$ cat src/rtl/seg_display_scanner_pkg.sv
// Shared constants for the 7-segment scanning path: blank/off codes and the
// active-low gfedcba hex glyph table.
package seg_display_scanner_pkg;

  localparam int NUM_DIGITS = 6;

  typedef logic [3:0] digit_t;
  typedef logic [2:0] slot_t;

  localparam slot_t      LAST_SLOT = 3'd5;
  localparam logic [6:0] SEG_BLANK = 7'h7F;
  localparam logic [5:0] AN_OFF    = 6'h3F;

  localparam logic [6:0] SEG_HEX [16] = '{
    7'h40, 7'h79, 7'h24, 7'h30, 7'h19, 7'h12, 7'h02, 7'h78,
    7'h00, 7'h10, 7'h08, 7'h03, 7'h46, 7'h21, 7'h06, 7'h0E
  };

endpackage

$ cat src/rtl/seg7_hex_decoder.sv
// Combinational 4-bit hex code to active-low {g,f,e,d,c,b,a} segment pattern.
module seg7_hex_decoder
  import seg_display_scanner_pkg::*;
(
  input  logic [3:0] code,
  output logic [6:0] seg_n
);

  always_comb begin
    seg_n = SEG_HEX[code];
  end

endmodule

$ cat src/rtl/seg_display_scanner.sv
// Six-digit common-anode scanner with a double-buffered digit store, per-slot
// ghost blanking and optional leading-zero suppression.
module seg_display_scanner
  import seg_display_scanner_pkg::*;
#(
  parameter int SCAN_DIV     = 1000,
  parameter int BLANK_CYCLES = 8,
  parameter bit LZ_BLANK     = 1'b1
) (
  input  logic       clk,
  input  logic       reset,
  input  logic       load,
  input  logic [3:0] d1,
  input  logic [3:0] d2,
  input  logic [3:0] d3,
  input  logic [3:0] d4,
  input  logic [3:0] d5,
  input  logic [3:0] d6,
  output logic [6:0] seg,
  output logic       dp,
  output logic [5:0] an,
  output logic       frame_done
);

  localparam int              CW        = (SCAN_DIV > 2) ? $clog2(SCAN_DIV) : 1;
  localparam logic [CW-1:0]   DIV_LAST  = CW'(SCAN_DIV - 1);
  localparam logic [CW-1:0]   BLANK_END = CW'(BLANK_CYCLES);

  logic [CW-1:0] div_cnt_q, div_cnt_d;
  slot_t         slot_q, slot_d;
  logic          pend_valid_q, pend_valid_d;
  digit_t        pend_q [NUM_DIGITS];
  digit_t        pend_d [NUM_DIGITS];
  digit_t        act_q  [NUM_DIGITS];
  digit_t        act_d  [NUM_DIGITS];
  logic [6:0]    seg_q, seg_d;
  logic [5:0]    an_q, an_d;
  logic          frame_done_q, frame_done_d;

  logic       tick;
  logic       wrap;
  logic [5:0] lz_mask;
  logic       all_zero;
  logic [6:0] dec_seg;

  assign tick = (div_cnt_q == DIV_LAST);
  assign wrap = tick && (slot_q == LAST_SLOT);

  seg7_hex_decoder u_dec (
    .code  (act_q[slot_q]),
    .seg_n (dec_seg)
  );

  // lz_mask[k] is set when every digit from d1 up to slot k is zero; d6 never masked.
  always_comb begin
    lz_mask  = '0;
    all_zero = 1'b1;
    for (int k = 0; k < NUM_DIGITS - 1; k++) begin
      all_zero   = all_zero && (act_q[k] == 4'h0);
      lz_mask[k] = all_zero;
    end
  end

  always_comb begin
    div_cnt_d    = tick ? '0 : div_cnt_q + 1'b1;
    slot_d       = slot_q;
    pend_valid_d = pend_valid_q;
    pend_d       = pend_q;
    act_d        = act_q;
    frame_done_d = wrap;
    seg_d        = SEG_BLANK;
    an_d         = AN_OFF;

    if (tick) begin
      slot_d = (slot_q == LAST_SLOT) ? '0 : slot_q + 3'd1;
    end

    // Swap at the frame boundary first so a coincident load lands in pending
    // for the following frame.
    if (wrap && pend_valid_q) begin
      act_d        = pend_q;
      pend_valid_d = 1'b0;
    end
    if (load) begin
      pend_d[0]    = d1;
      pend_d[1]    = d2;
      pend_d[2]    = d3;
      pend_d[3]    = d4;
      pend_d[4]    = d5;
      pend_d[5]    = d6;
      pend_valid_d = 1'b1;
    end

    if (div_cnt_q >= BLANK_END) begin
      an_d  = ~(6'b100000 >> slot_q);
      seg_d = (LZ_BLANK && lz_mask[slot_q]) ? SEG_BLANK : dec_seg;
    end
  end

  always_ff @(posedge clk) begin
    if (reset) begin
      div_cnt_q    <= '0;
      slot_q       <= '0;
      pend_valid_q <= 1'b0;
      pend_q       <= '{default: '0};
      act_q        <= '{default: '0};
      seg_q        <= SEG_BLANK;
      an_q         <= AN_OFF;
      frame_done_q <= 1'b0;
    end else begin
      div_cnt_q    <= div_cnt_d;
      slot_q       <= slot_d;
      pend_valid_q <= pend_valid_d;
      pend_q       <= pend_d;
      act_q        <= act_d;
      seg_q        <= seg_d;
      an_q         <= an_d;
      frame_done_q <= frame_done_d;
    end
  end

  assign seg        = seg_q;
  assign an         = an_q;
  assign frame_done = frame_done_q;
  assign dp         = 1'b1;

endmodule

$ cat config.mk
export PLATFORM = sky130hd
export DESIGN_NAME = seg_display_scanner
export DESIGN_NICKNAME = d
export VERILOG_FILES = /design/src/rtl/seg_display_scanner_pkg.sv /design/src/rtl/seg7_hex_decoder.sv /design/src/rtl/seg_display_scanner.sv
export SDC_FILE = /design/constraint.sdc
export NUM_CORES = 1
export LEC_CHECK = 0
export CAP_MARGIN = 30
export CORE_UTILIZATION = 35
export CTS_BUF_LIST = sky130_fd_sc_hd__clkbuf_2 sky130_fd_sc_hd__clkbuf_4 sky130_fd_sc_hd__clkbuf_8
export DETAILED_ROUTE_END_ITERATION = 16
export GPL_TIMING_DRIVEN = 0
export PLACE_DENSITY_LB_ADDON = 0.12
export SLEW_MARGIN = 20
export SYNTH_ARGS = -nofsm -noshare
export SYNTH_HDL_FRONTEND = slang
export SYNTH_HIERARCHICAL = 1
export SYNTH_SLANG_ARGS = --single-unit
$ cat constraint.sdc
create_clock -name clk -period 2.65 [get_ports clk]
set_input_delay 0.3975 -clock clk [delete_from_list [all_inputs] [get_ports clk]]
set_output_delay 0.3975 -clock clk [all_outputs]
set_load 0.03 [all_outputs]
==> results of run 1 <==
## flip-flops by register name, indices dropped and copies added (netlist names)
| name | cells |
|---|---|
| act_q | 24 |
| an | 6 |
| div_cnt_q | 10 |
| frame_done | 1 |
| pend_q | 24 |
| pend_valid_q | 1 |
| seg | 7 |
| slot_q | 3 |
## placed cells by master, fill, tap and decap left out, types with 4 or more instances in the layout
cell type	count
sky130_fd_sc_hd__buf_2	4
sky130_fd_sc_hd__clkbuf_1	7
sky130_fd_sc_hd__clkbuf_8	11
sky130_fd_sc_hd__mux4_2	4
sky130_fd_sc_hd__o21ai_0	15
sky130_fd_sc_hd__o21ai_1	4
sky130_fd_sc_hd__xnor2_1	6
sky130_fd_sc_hd__a21oi_1	5
sky130_fd_sc_hd__nand3_1	7
sky130_fd_sc_hd__mux2i_1	53
sky130_fd_sc_hd__nand2_1	20
sky130_fd_sc_hd__inv_1	12
sky130_fd_sc_hd__nor2_1	70
sky130_fd_sc_hd__nor3_1	4
sky130_fd_sc_hd__clkdlybuf4s50_1	39
sky130_fd_sc_hd__dfxtp_1	76
sky130_fd_sc_hd__ha_1	10
sky130_fd_sc_hd__nor4_1	6
## final timing paths
path | cells after the start | startpoint | end
min reg2reg | 1 | div_cnt_q[0] | div_cnt_q[0]
min | 1 | div_cnt_q[0] | div_cnt_q[0]
max | 11 | slot_q[0] | seg[3]
max reg2reg | 11 | slot_q[0] | seg[3]
## area by class of cell
| class | count | area (um^2) | share of cell area, % |
|---|---|---|---|
| multi-input cells | 234 | 1610 | 40.4 |
| clock buffers | 12 | 153 | 3.82 |
| plain buffers | 18 | 116 | 2.92 |
| inverters | 12 | 45.0 | 1.13 |
| well taps | 111 | 139 | 3.48 |
| flip-flops and latches | 76 | 1520 | 38.1 |
| clock inverters | 2 | 12.5 | 0.313 |
| repair buffers | 39 | 390 | 9.78 |
## logic make-up after synthesis
| logic type | after synthesis | share of synthesized area, % |
|---|---|---|
| and+or+nand+nor | 123 | 17.9 |
| xor gates and xnor gates | 9 | 2.39 |
| adders and majority gates | 10 | 3.80 |
| muxes | 58 | 19.2 |
| DFF | 76 | 46.1 |
| other | 1 | 0.114 |
| AOI/OAI and AO/OA | 33 | 5.62 |
| buffers and inverters | 30 | 4.90 |
## per-layer routing
layer  part of all wire [%]  up-vias  GRT usage [%]
met4                    1.9        0           5.77
met1                     50     1115           17.9
li1                       -     1249              -
met2                     45       48           22.5
met3                    3.3       12           4.11
met5                      0        -              0
## report_power, final
part / switching [mW] / leakage, nW / internal [mW]
clock: 0.396 / 0.0852 / 0.375
sequential: 0.0158 / 0.618 / 1.17
combinational: 0.0512 / 1.02 / 0.0654
total: 0.463 / 1.73 / 1.61
## worst reg2reg max path, stage by stage, from the launching register on
cell                      delay (ns)
sky130_fd_sc_hd__dfxtp_1        0.33
sky130_fd_sc_hd__buf_6          0.13
sky130_fd_sc_hd__buf_2          0.25
sky130_fd_sc_hd__mux2i_1        0.11
sky130_fd_sc_hd__o21ai_1        0.30
sky130_fd_sc_hd__inv_1          0.19
sky130_fd_sc_hd__ha_1           0.22
sky130_fd_sc_hd__or2_2          0.29
sky130_fd_sc_hd__a21oi_1        0.15
sky130_fd_sc_hd__a31oi_1        0.06
sky130_fd_sc_hd__nor2_1         0.10
sky130_fd_sc_hd__o21ai_0        0.08
==> metrics.txt, run 1 <==
# TYPE chip_impl_metric gauge
chip_impl_info{name="status",value="complete, no violations"} 1
chip_impl_metric{name="finalHoldViolCount",unit=""} 0
chip_impl_metric{name="num-fill-cells",unit=""} 909
chip_impl_metric{name="maximum_number_of_pins_on_one_net_before_global_route_repair",unit=""} 12
chip_impl_metric{name="globalplace.congestion",unit=""} 0.751
chip_impl_metric{name="grt_pass1_vias",unit=""} 2260
chip_impl_metric{name="final_critical_path_setup_slack",unit="ns"} 0.296
chip_impl_metric{name="die_h",unit="um"} 99.1
chip_impl_metric{name="report.final.slew_viol_count",unit=""} 0
chip_impl_metric{name="via_count",unit=""} 2424
chip_impl_info{name="cts_tree",value="done"} 1
chip_impl_metric{name="fin_crit_sh",unit="%"} 88.8
chip_impl_metric{name="detailed_place.area",unit="um^2"} 3830
chip_impl_metric{name="final_antenna_net_count",unit=""} 0
chip_impl_metric{name="synth-async-reset-ratio",unit="%"} 0
chip_impl_metric{name="tritoncts_sink_count",unit=""} 76
chip_impl_metric{name="place_ws",unit="ns"} 0.111
chip_impl_metric{name="dp_hpwl",unit="um"} 4770
chip_impl_metric{name="pin_count",unit=""} 42
chip_impl_metric{name="first_pass_grt_wire_length",unit="um"} 10800
chip_impl_metric{name="synth.top_cell.area_share",unit="%"} 46.1
chip_impl_metric{name="grt_antenna_before_repair",unit=""} 0
chip_impl_metric{name="avgSynthCellArea",unit="um^2"} 9.70
chip_impl_info{name="synth.top_cells.by_count",value="sky130_fd_sc_hd__dfxtp_1 (76), sky130_fd_sc_hd__nor2_1 (70), sky130_fd_sc_hd__mux2i_1 (53)"} 1
chip_impl_metric{name="drcViolationCount",unit=""} 0
chip_impl_metric{name="yosysWarningCount",unit=""} 6
chip_impl_metric{name="fin_total_pwr",unit="mW"} 2.07
chip_impl_metric{name="dr.pass1.iters",unit=""} 5
chip_impl_info{name="yosysTopAreaCell",value="sky130_fd_sc_hd__dfxtp_1"} 1
chip_impl_info{name="worst_hold_path_type",value="reg2reg"} 1
chip_impl_info{name="synth_flop_cell",value="sky130_fd_sc_hd__dfxtp_1"} 1
chip_impl_metric{name="dieArea",unit="um^2"} 9810
chip_impl_metric{name="pwr_density_cell",unit="nW/um^2"} 519
chip_impl_metric{name="cts_setup_buffers",unit=""} 0
chip_impl_metric{name="ys_types",unit=""} 42
chip_impl_metric{name="remaining_global_route_overflow",unit=""} 0
chip_impl_info{name="synth.most_common_cell",value="sky130_fd_sc_hd__dfxtp_1"} 1
chip_impl_info{name="cts_root_buffer",value="sky130_fd_sc_hd__clkbuf_8"} 1
chip_impl_metric{name="post_cts_gate_resize_count",unit=""} 0
chip_impl_metric{name="setup_viol_count_final",unit=""} 0
chip_impl_metric{name="synthesis.nets",unit=""} 377
chip_impl_metric{name="synth_edf_count",unit=""} 0
chip_impl_metric{name="post-route-util",unit="%"} 43.4
chip_impl_metric{name="peak_supply_drop",unit="mV"} 0.249
chip_impl_metric{name="core_region_area",unit="um^2"} 9200
chip_impl_metric{name="placement.io_buffers",unit=""} 39
chip_impl_metric{name="path_clk_slew",unit="ns"} 0.07
chip_impl_metric{name="cts.hold.buffers_added",unit=""} 0
chip_impl_metric{name="cts_max_level",unit=""} 3
chip_impl_metric{name="final.hold.worst_slack",unit="ns"} 0.477
chip_impl_metric{name="fin_area",unit="um^2"} 3990
chip_impl_info{name="cp_slowest_cell",value="sky130_fd_sc_hd__dfxtp_1"} 1
chip_impl_metric{name="fp-row-count",unit=""} 35
chip_impl_info{name="crit_path_cell_trace",value="buf_6 -> buf_2 -> mux2i_1 -> o21ai_1 -> inv_1 -> ha_1 -> or2_2 -> a21oi_1 -> a31oi_1 -> nor2_1 -> o21ai_0"} 1
chip_impl_metric{name="die_w",unit="um"} 99.1
chip_impl_metric{name="ys_seq_elements",unit=""} 76
chip_impl_metric{name="rrSetupSlack",unit="ns"} 0.30
chip_impl_info{name="crit_path_end_kind",value="register"} 1
chip_impl_info{name="path_delay_family",value="compound AO/OA/AOI/OAI gates"} 1
chip_impl_metric{name="grt.total_usage",unit="%"} 14.1
chip_impl_metric{name="top_fanout_value_on_the_critical_path",unit=""} 10
chip_impl_metric{name="cts_max_path_buffers",unit=""} 2
chip_impl_metric{name="synth-seq-area-share",unit="%"} 46.1
chip_impl_metric{name="place.detailed.instances",unit=""} 490
chip_impl_metric{name="cp_slowest_stage_delay",unit="ns"} 0.33
chip_impl_metric{name="finalCriticalPeriod",unit="ns"} 2.35
chip_impl_metric{name="skew",unit="ns"} 0.0138
chip_impl_metric{name="clock.fmax",unit="MHz"} 425
chip_impl_metric{name="first_iter_violations",unit=""} 122
chip_impl_metric{name="synthesis.area",unit="um^2"} 3300
chip_impl_metric{name="cells_after_synth",unit=""} 340
chip_impl_metric{name="numCtsBuffers",unit=""} 9
chip_impl_metric{name="tightestPinTransition",unit="ns"} 0.512
chip_impl_metric{name="final_net_count",unit=""} 427
chip_impl_metric{name="arrival",unit="ns"} 2.56
chip_impl_metric{name="detail_route.wl_per_cell",unit="um"} 12.8
chip_impl_metric{name="post_route_cells_drive_above_1_share",unit="%"} 9.41
chip_impl_metric{name="initial_utilization",unit="%"} 35.9
chip_impl_metric{name="total_leakage_power",unit="nW"} 1.73
chip_impl_metric{name="clock_latency",unit="ns"} 0.35
chip_impl_metric{name="setup_tns",unit="ns"} 0
chip_impl_info{name="synthTopCellsByArea",value="sky130_fd_sc_hd__dfxtp_1 (46%), sky130_fd_sc_hd__mux2i_1 (16%), sky130_fd_sc_hd__nor2_1 (8.0%)"} 1
chip_impl_metric{name="routed_wl",unit="um"} 6470
chip_impl_info{name="grt_setup_unrepaired",value="no"} 1
chip_impl_metric{name="cp.required",unit="ns"} 2.86
chip_impl_metric{name="final-instance-count-excl-fill",unit=""} 504
chip_impl_info{name="worst_setup_sp_type",value="register"} 1
chip_impl_info{name="critPathKind",value="reg2reg"} 1
chip_impl_metric{name="crit_buf_inv",unit=""} 3
chip_impl_metric{name="number_of_diodes",unit=""} 0
chip_impl_metric{name="detail_routed_via_count_per_cell",unit=""} 4.81
chip_impl_metric{name="area_growth",unit="%"} 21.1
chip_impl_metric{name="cap_viol_max_count",unit=""} 0
chip_impl_metric{name="worst_slew_margin_rel",unit="%"} 65.9
(Power assumes the default switching activity.)
==> inputs of run 2 (changes only) <==
Settings changed: SLEW_MARGIN 20 to 40.
==> results of run 2 <==
Final layout, timing and power as in run 1 (identical DEF).
==> inputs of run 3 (changes only) <==
Settings changed: CTS_CLUSTER_DIAMETER from default to 60, PLACE_DENSITY from default to 0.65, PLACE_DENSITY_LB_ADDON 0.12 to default.
Clock period 2.65 ns to 2.1 ns, I/O delays scaled along.
==> run 3 against run 2 <==
  * Cell area is 2.0% higher
  * Register-to-register slack worse by 0.23 ns
  * Die area stayed put
  * Highest routed layer unchanged
  * Utilization increased by 0.87 points
  * Clock-buffer cell count down 2
  * Sequential share of layout area decreased by 0.72 points
==> metrics.txt, run 3 (synthesized netlist as in run 1, its figures left out) <==
# TYPE chip_impl_metric gauge
chip_impl_info{name="worst_hold_path_type",value="in2reg"} 1
chip_impl_info{name="crit_path_top_cell_by_count",value="sky130_fd_sc_hd__nand2_2"} 1
chip_impl_metric{name="cp_slowest_stage_delay",unit="ns"} 0.50
chip_impl_metric{name="fp-row-count",unit=""} 35
chip_impl_metric{name="first_iter_violations",unit=""} 71
chip_impl_metric{name="setup_viol_count_final",unit=""} 0
chip_impl_info{name="cts_root_buffer",value="sky130_fd_sc_hd__clkbuf_8"} 1
chip_impl_metric{name="setup_tns",unit="ns"} 0
chip_impl_info{name="largestRegisters",value="act_q (24), pend_q (24), div_cnt_q (10)"} 1
chip_impl_metric{name="grt_pass1_vias",unit=""} 2419
chip_impl_metric{name="grt.total_usage",unit="%"} 13.8
chip_impl_metric{name="first_pass_grt_wire_length",unit="um"} 10900
chip_impl_metric{name="numCtsBuffers",unit=""} 9
chip_impl_metric{name="skew",unit="ns"} 0.0102
chip_impl_metric{name="tritoncts_sink_count",unit=""} 76
chip_impl_metric{name="core_region_area",unit="um^2"} 9200
chip_impl_metric{name="clock_power_share",unit="%"} 37.2
chip_impl_metric{name="detail_routed_via_count_per_cell",unit=""} 4.81
chip_impl_metric{name="die_w",unit="um"} 99.1
chip_impl_metric{name="dp_hpwl",unit="um"} 4750
chip_impl_metric{name="num-fill-cells",unit=""} 927
chip_impl_metric{name="power_switching",unit="uW"} 617
chip_impl_metric{name="dieArea",unit="um^2"} 9810
chip_impl_metric{name="arrival",unit="ns"} 2.25
chip_impl_info{name="most-common-layout-cells",value="sky130_fd_sc_hd__dfxtp_1 (75), sky130_fd_sc_hd__nor2_1 (70), sky130_fd_sc_hd__mux2i_1 (53), sky130_fd_sc_hd__clkdlybuf4s50_1 (39), sky130_fd_sc_hd__nand2_1 (17)"} 1
chip_impl_info{name="critPathKind",value="reg2reg"} 1
chip_impl_metric{name="area_growth",unit="%"} 23.5
chip_impl_metric{name="maximum_number_of_pins_on_one_net_before_global_route_repair",unit=""} 14
chip_impl_metric{name="post-route-util",unit="%"} 44.3
chip_impl_metric{name="placement.io_buffers",unit=""} 39
chip_impl_info{name="status",value="complete, no violations"} 1
chip_impl_info{name="crit_path_end_kind",value="register"} 1
chip_impl_metric{name="finalCriticalPeriod",unit="ns"} 2.04
chip_impl_metric{name="cts.hold.buffers_added",unit=""} 0
chip_impl_metric{name="pin_count",unit=""} 42
chip_impl_metric{name="cap_viol_max_count",unit=""} 0
chip_impl_metric{name="final.hold.worst_slack",unit="ns"} 0.468
chip_impl_metric{name="report.final.slew_viol_count",unit=""} 0
chip_impl_metric{name="pwr_density_cell",unit="nW/um^2"} 642
chip_impl_metric{name="combinationalPowerShare",unit="%"} 5.6
chip_impl_info{name="final_common_cell",value="sky130_fd_sc_hd__dfxtp_1"} 1
chip_impl_metric{name="p_seq_share",unit="%"} 57.2
chip_impl_metric{name="number_of_diodes",unit=""} 0
chip_impl_metric{name="post_route_cells_drive_above_1_share",unit="%"} 13.6
chip_impl_metric{name="remaining_global_route_overflow",unit=""} 0
chip_impl_metric{name="fin_crit_sh",unit="%"} 97.0
chip_impl_metric{name="cts_max_level",unit=""} 3
chip_impl_metric{name="final-instance-count-excl-fill",unit=""} 508
chip_impl_metric{name="dr.pass1.iters",unit=""} 4
chip_impl_metric{name="finalHoldViolCount",unit=""} 0
chip_impl_info{name="grt_setup_unrepaired",value="yes"} 1
chip_impl_info{name="worst_setup_sp_type",value="register"} 1
chip_impl_metric{name="switching_share",unit="%"} 23.6
chip_impl_metric{name="cp.required",unit="ns"} 2.32
chip_impl_info{name="cp_slowest_cell",value="sky130_fd_sc_hd__mux4_2"} 1
chip_impl_metric{name="via_count",unit=""} 2445
chip_impl_metric{name="final_antenna_net_count",unit=""} 0
chip_impl_metric{name="clock.fmax",unit="MHz"} 491
chip_impl_metric{name="top_fanout_value_on_the_critical_path",unit=""} 7
chip_impl_info{name="crit_path_cell_trace",value="buf_6 -> mux4_2 -> nand2_2 -> o21ai_2 -> buf_4 -> ha_2 -> nand2_2 -> a21boi_2 -> o21ai_1 -> nor2_1 -> o21ai_0"} 1
chip_impl_info{name="path_delay_family",value="multiplexers"} 1
chip_impl_metric{name="detail_route.wl_per_cell",unit="um"} 12.4
chip_impl_metric{name="total_leakage_power",unit="nW"} 1.74
chip_impl_metric{name="drcViolationCount",unit=""} 0
chip_impl_metric{name="die_h",unit="um"} 99.1
chip_impl_metric{name="initial_utilization",unit="%"} 35.9
chip_impl_metric{name="clock_latency",unit="ns"} 0.35
chip_impl_metric{name="routed_wl",unit="um"} 6280
chip_impl_metric{name="final_net_count",unit=""} 429
chip_impl_metric{name="path_clk_slew",unit="ns"} 0.08
chip_impl_metric{name="internal_power",unit="mW"} 2.00
chip_impl_metric{name="crit_buf_inv",unit=""} 2
chip_impl_info{name="cts_tree",value="done"} 1
chip_impl_metric{name="globalplace.congestion",unit=""} 0.781
chip_impl_metric{name="cts_max_path_buffers",unit=""} 2
chip_impl_metric{name="peak_supply_drop",unit="mV"} 0.316
chip_impl_metric{name="grt_antenna_before_repair",unit=""} 0
chip_impl_metric{name="place.detailed.instances",unit=""} 490
==> run 3: cell count changes in the layout (fill, tap and decap cells not counted), sizes merged <==
cell / change
buf: +2
clkbuf: -2
clkinv: +2
clkinvlp: +2
==> run 3: cell type report <==
type	count	area [um^2]	share of cell area (%)
Multi-Input combinational cell	234	1670	40.9
Sequential cell	76	1520	37.4
Timing Repair Buffer	41	405	9.96
Tap cell	111	139	3.41
Clock buffer	10	131	3.23
Buffer	18	121	2.98
Inverter	12	45.0	1.11
Clock inverter	6	41.3	1.01
==> run 3: layer usage <==
| layer | GRT usage, % | part of all wire [%] | up-vias | wire length (um) |
|---|---|---|---|---|
| li1 | - | - | 1258 | - |
| met1 | 17.3 | 49 | 1123 | 3060 |
| met3 | 4.54 | 4.1 | 10 | 257 |
| met4 | 4.30 | 1.0 | 0 | 64 |
| met5 | 0 | 0 | - | 0 |
| met2 | 22.4 | 46 | 54 | 2900 |
==> run 3: timing repair <==
action | 4_1_cts | 5_1_grt
setup buffers | 2 | 0
hold endpoints to repair | 0 | 0
pin swaps | 3 | 4
resized for setup | 10 | 14
endpoints found under the setup margin | 6 | 7
==> run 3: worst paths after layout <==
path	to	cells past startpoint	startpoint	slack, ns
worst min register to register	pend_valid_q	2	pend_valid_q	0.48
worst max register to register	seg[6]	11	slot_q[0]	0.06
worst max-delay path	seg[6]	11	slot_q[0]	0.06
worst min-delay path	pend_q[3]	3	load	0.47
==> run 3: tightest hold or removal path, delay by kind of cell <==
family                 cells  cell delay, ns
buffers and inverters      1            0.22
multiplexers               1            0.17
AND/OR/NAND/NOR            1            0.07
==> run 3: stage by stage <==
step | area, um^2 | worst slack, ns | total power [mW]
6_report | 4070 | 0.0621 | 2.61
3_5_place_dp | 3830 | -0.292 | 1.68
5_1_grt | 4070 | -0.0427 | 2.74
4_1_cts | 4040 | 0.0115 | 2.65
3_3_place_gp | 3830 | -0.201 | 1.67
2_1_floorplan | 3300 | 0.0262 | 1.61
==> run 3: power groups by stage <==
stage	clock network, mW	logic (mW)	registers [mW]
floorplan	0	0.0838	1.52
global placement	0	0.147	1.53
detailed placement	0	0.148	1.53
CTS	1.01	0.149	1.49
global route	1.08	0.163	1.50
finish	0.972	0.146	1.49
